<file path="src/rtl/keypad_emulator.sv">
// Stands in for the 4x3 key matrix: answers the scanner's row strobes with column
// levels as if one key were held, sequencing each accepted code through PRESS then GAP.
module keypad_emulator #(
   parameter int HOLD_CYCLES = 16,
   parameter int GAP_CYCLES  = 8,
   parameter int CNT_W       = 16
) (
   input  logic       clk,
   input  logic       rst,
   input  logic [3:0] key_row,
   output logic [2:0] key_col,
   input  logic       cmd_valid,
   input  logic [3:0] cmd_code,
   output logic       cmd_ready,
   output logic       busy,
   output logic [3:0] held_code,
   output logic       done,
   output logic       err,
   input  logic       cancel
);

   typedef enum logic [1:0] {
      IDLE  = 2'd0,
      PRESS = 2'd1,
      GAP   = 2'd2
   } state_t;

   localparam logic [CNT_W-1:0] HOLD_LOAD = CNT_W'(HOLD_CYCLES - 1);
   localparam logic [CNT_W-1:0] GAP_LOAD  = CNT_W'(GAP_CYCLES - 1);
   localparam logic [3:0]       NO_KEY    = 4'hF;

   state_t           r_state;
   logic [CNT_W-1:0] r_cnt;
   logic [3:0]       r_held;
   logic             r_done;
   logic             r_err;

   logic [3:0]       w_row;
   logic [2:0]       w_col;

   function automatic logic code_valid(input logic [3:0] c);
      return (c <= 4'd9) || (c == 4'hC) || (c == 4'hD);
   endfunction

   function automatic logic [3:0] code_row(input logic [3:0] c);
      case (c)
         4'h1, 4'h2, 4'h3: return 4'b1000;
         4'h4, 4'h5, 4'h6: return 4'b0100;
         4'h7, 4'h8, 4'h9: return 4'b0010;
         4'hC, 4'h0, 4'hD: return 4'b0001;
         default:          return 4'b0000;
      endcase
   endfunction

   function automatic logic [2:0] code_col(input logic [3:0] c);
      case (c)
         4'h1, 4'h4, 4'h7, 4'hC: return 3'b100;
         4'h2, 4'h5, 4'h8, 4'h0: return 3'b010;
         4'h3, 4'h6, 4'h9, 4'hD: return 3'b001;
         default:                return 3'b000;
      endcase
   endfunction

   // Column answer is combinational so the scanner sees it in the cycle its row is driven.
   assign w_row     = code_row(r_held);
   assign w_col     = code_col(r_held);
   assign key_col   = ((r_state == PRESS) && (key_row == w_row)) ? w_col : 3'b000;
   assign cmd_ready = (r_state == IDLE);
   assign busy      = (r_state != IDLE);
   assign held_code = r_held;
   assign done      = r_done;
   assign err       = r_err;

   always_ff @(posedge clk or negedge rst) begin
      if (!rst) begin
         r_state <= IDLE;
         r_cnt   <= '0;
         r_held  <= NO_KEY;
         r_done  <= 1'b0;
         r_err   <= 1'b0;
      end else begin
         r_done <= 1'b0;
         r_err  <= 1'b0;
         case (r_state)
            IDLE: begin
               if (cmd_valid) begin
                  if (code_valid(cmd_code)) begin
                     r_held  <= cmd_code;
                     r_cnt   <= HOLD_LOAD;
                     r_state <= PRESS;
                  end else begin
                     r_err <= 1'b1;
                  end
               end
            end
            PRESS: begin
               if (cancel) begin
                  r_state <= IDLE;
                  r_held  <= NO_KEY;
                  r_cnt   <= '0;
               end else if (r_cnt == '0) begin
                  r_cnt   <= GAP_LOAD;
                  r_state <= GAP;
               end else begin
                  r_cnt <= r_cnt - CNT_W'(1);
               end
            end
            GAP: begin
               if (cancel) begin
                  r_state <= IDLE;
                  r_held  <= NO_KEY;
                  r_cnt   <= '0;
               end else if (r_cnt == '0) begin
                  r_state <= IDLE;
                  r_held  <= NO_KEY;
                  r_done  <= 1'b1;
               end else begin
                  r_cnt <= r_cnt - CNT_W'(1);
               end
            end
            default: begin
               r_state <= IDLE;
               r_held  <= NO_KEY;
               r_cnt   <= '0;
            end
         endcase
      end
   end

endmodule

</file>
<file path="config.mk">
export PLATFORM = sky130hd
export DESIGN_NAME = keypad_emulator
export DESIGN_NICKNAME = d
export VERILOG_FILES = /design/src/rtl/keypad_emulator.sv
export SDC_FILE = /design/constraint.sdc
export NUM_CORES = 1
export LEC_CHECK = 0
export ABC_AREA = 1
export BUFFER_PORTS_ARGS = -buffer_cell sky130_fd_sc_hd__buf_2
export CORE_MARGIN = 3
export CORE_UTILIZATION = 51
export CTS_CLUSTER_SIZE = 25
export DETAILED_ROUTE_END_ITERATION = 8
export HOLD_SLACK_MARGIN = 0.15
export MAX_ROUTING_LAYER = met4
export PLACE_DENSITY = 0.72
export SYNTH_ARGS = -nofsm -noshare
export SYNTH_HDL_FRONTEND = slang
export SYNTH_SLANG_ARGS = --single-unit
export TNS_END_PERCENT = 5
</file>
<file path="constraint.sdc">
create_clock -name clk -period 4.8 [get_ports clk]
set_input_delay 0.48 -clock clk [delete_from_list [all_inputs] [get_ports clk]]
set_output_delay 0.48 -clock clk [all_outputs]
set_load 0.1 [all_outputs]
</file>
==> run_results.csv <==
group,metric,value,unit
detailed_routing,ant_nets,0,
pwr,pwr-share-comb,0.653,
detailed_routing,firstDrtPassIters,4,
timing,hold_ws,363,ps
worst_setup_path,r2r-end,"r_cnt[14]",
pwr,peakVddDrop,0.607,mV
clock_network,clock_path_buffers,2,
clock_network,clkSinkCount,24,
worst_setup_path,crit_arrival,2310,ps
grt,grt_use_total,0.183,
clock_network,post_cts_buffers,0,
worst_setup_path,critPathKind,"register to output port",
outcome,status,"complete, no violations",
timing,fin_setup_tns,0,ps
worst_setup_path,r2r_start,"r_cnt[0]",
grt,overflow,0,
pwr,power_density,748,mW/mm2
detailed_routing,first_iter_violations,64,
timing,hold_viol,0,
timing,maxSlewViolCount,0,
timing,rsz0062_at_grt,"false",
worst_setup_path,startpoint_type,"register",
worst_setup_path,crit_path_start,"held_code[0]",
clock_network,worstSkewPairLatency,320,ps
timing,skew,19.0,ps
grt,met1_usage,0.249,
pwr,power.total,1.47,mW
die,fp-row-count,20,
finish,fin_area,0.00196,mm2
grt,top_usage_layer,"met2",
die,ios,23,
detailed_routing,num_vias,1536,
run,max_cap_viol_count,0,
place,dp.final_hpwl,2680,um
logic_synthesis,synth_top_area_frac,0.284,
clock_network,cts_tree,"built",
pwr,pwr-share-seq,0.248,
logic_synthesis,syn_nets,271,
worst_setup_path,reg2reg_depth,13,
timing,slew_headroom,0.648,
min_path,hp-class,"input port to register",
finish,insertedDiodeCount,0,
worst_setup_path,worstPathRequired,4320,ps
clock_network,cts_buffers,3,
timing,finalCriticalPeriod,2790,ps
grt,first_global_vias,1350,
clock_network,cts_root_buffer,"clkbuf_4",
grt,antenna_found_initial,0,
finish,syn2layout_area_growth,11.4,%
logic_synthesis,synth_area_per_cell,7.00,um2
worst_setup_path,regToRegSetupSlack,3080,ps
die,die_h,64.8,um
grt,grt_pass1_wl,5960,um
finish,fin_nets,297,
grt,use_met3,0.0364,
die,die-area,0.00420,mm2
logic_synthesis,synth_cells,252,
timing,period_share,0.581,
detailed_routing,vias_per_cell,4.79,
logic_synthesis,syn_area,0.00176,mm2
timing,setup_violations,0,
die,core_area,0.00318,mm2
clock_network,clkTransAtPathRegs,140,ps
pwr,intPower,634,uW
place,portBuffers,22,
logic_synthesis,ys_top_cells_by_area,"dfrtp_1 28%, nand2_1 14%, nor2_1 8.1%",
logic_synthesis,yosysTopAreaCell,"dfrtp_1",
timing,max_freq,358,MHz
worst_setup_path,endpoint,"key_col[2]",
grt,grt_max_degree,25,
place,gp_congestion,0.862,
timing,tightest_slew,528,ps
detailed_routing,finalWirelength,3370,um
pwr,power_frac_clock,0.099,
logic_synthesis,ys_seq_area_frac,0.344,
pwr,swShare,0.569,
detailed_routing,wl_per_cell,10.5,um
logic_synthesis,synth_seq_cells,24,
place,post_dp_cell_area,0.00190,mm2
pwr,p_leak,1.04,nW
pwr,power_switching,836,uW
grt,use_met2,0.287,
die,initial_core_util,0.555,
finish,drive_above_1_share,0.202,
worst_setup_path,worstPathMaxFanout,6,
clock_network,htreeDepth,1,
logic_synthesis,ys_types,29,
logic_synthesis,yosysWarnings,0,
worst_setup_path,crit_path_end_kind,"output port",
die,chipWidth,64.8,um
detailed_routing,drc,0,
==> what timing repair did <==
item,CTS,global route
setup endpoints to repair,0,0
hold buffers,1,0
gates resized for setup,0,0
hold endpoints to repair,11,0
==> flip-flops by register name, indices dropped and copies added, names as in the netlist <==
register   flops
r_state        2
err            1
r_cnt         16
held_code      4
done           1
==> synth_stat cells <==
| cell type | count |
|---|---|
| a21oi_1 | 6 |
| a22oi_1 | 1 |
| and2_1 | 1 |
| buf_6 | 1 |
| buf_8 | 1 |
| dfrtp_1 | 20 |
| dfstp_2 | 4 |
| ha_1 | 7 |
| inv_1 | 36 |
| inv_2 | 2 |
| inv_4 | 1 |
| nand2_1 | 64 |
| nand2_2 | 5 |
| nand2_8 | 1 |
| nand3_1 | 10 |
| nand3_2 | 3 |
| nand3_4 | 1 |
| nand4_1 | 2 |
| nor2_1 | 38 |
| nor2_2 | 9 |
| nor2_4 | 4 |
| nor3_1 | 3 |
| nor3b_1 | 1 |
| o211ai_1 | 3 |
| o21ai_0 | 14 |
| o21ai_1 | 8 |
| o21bai_1 | 2 |
| xnor2_1 | 2 |
| xor2_1 | 2 |
==> worst min-delay path by stage <==
stage,startpoint,slack (ps),cells after the start,to
finish,cmd_valid,360,3,err
global route,cmd_valid,350,3,err
CTS,cmd_valid,350,3,err
detailed placement,rst,490,1,r_cnt[1]
global placement,rst,490,1,r_cnt[1]
floorplan,rst,180,0,done
==> kinds of logic after synthesis <==
group,Yosys count,share of synthesized area
and+or+nand+nor,142,0.383
buffers and inverters,41,0.0994
AOI/OAI and AO/OA,34,0.105
DFF,24,0.344
adders and majority gates,7,0.0497
xor gates and xnor gates,4,0.0199
==> layout make-up <==
type | instances | area [um2]
tap | 44 | 55.1
sequential | 24 | 606
timing repair buffer | 23 | 120
fill | 318 | 1210
inverter | 39 | 149
clock inverter | 1 | 30.0
multi-input combinational | 187 | 982
clock buffer | 3 | 22.5
==> routing by layer <==
metal	up-vias	share of wire
li1	835	-
met5	-	0
met1	676	0.51
met3	2	0.037
met2	23	0.45
met4	0	0.0065
==> cells in the final DEF (no fill, tap or decap), types with 3 or more instances in the layout <==
master     n
a21oi_1    6
buf_2     22
clkbuf_4   3
dfrtp_1   20
dfstp_2    4
ha_1       7
inv_1     36
nand2_1   64
nand2_2    5
nand3_1   10
nand3_2    3
nor2_1    38
nor2_2     9
nor2_4     4
nor3_1     3
o211ai_1   3
o21ai_0   14
o21ai_1    8
==> per-stage QoR <==
stage	setup slack, ps	utilization	instances
after floorplan	1280	-	252
after global placement	2430	0.598	316
after detailed placement	2380	0.598	316
after CTS	1980	0.618	321
after global routing	1810	0.618	321
final	2010	0.618	321
==> power groups by stage <==
stage               clock network (mW)  registers [mW]  logic, mW
finish                           0.146           0.364      0.959
global route                     0.157           0.378       1.07
CTS                              0.152           0.365      0.968
detailed placement                   0           0.369      0.965
global placement                     0           0.367      0.964
floorplan                            0           0.493      0.693
==> critical path: stages (launching register included) <==
cell,delay [ps]
dfstp_2,600
inv_1,70
ha_1,220
inv_1,70
nand3_1,90
xnor2_1,140
nor3b_1,170
nand2_1,110
nor2_1,90
buf_2,430
Power figures use the tool's default switching activity.
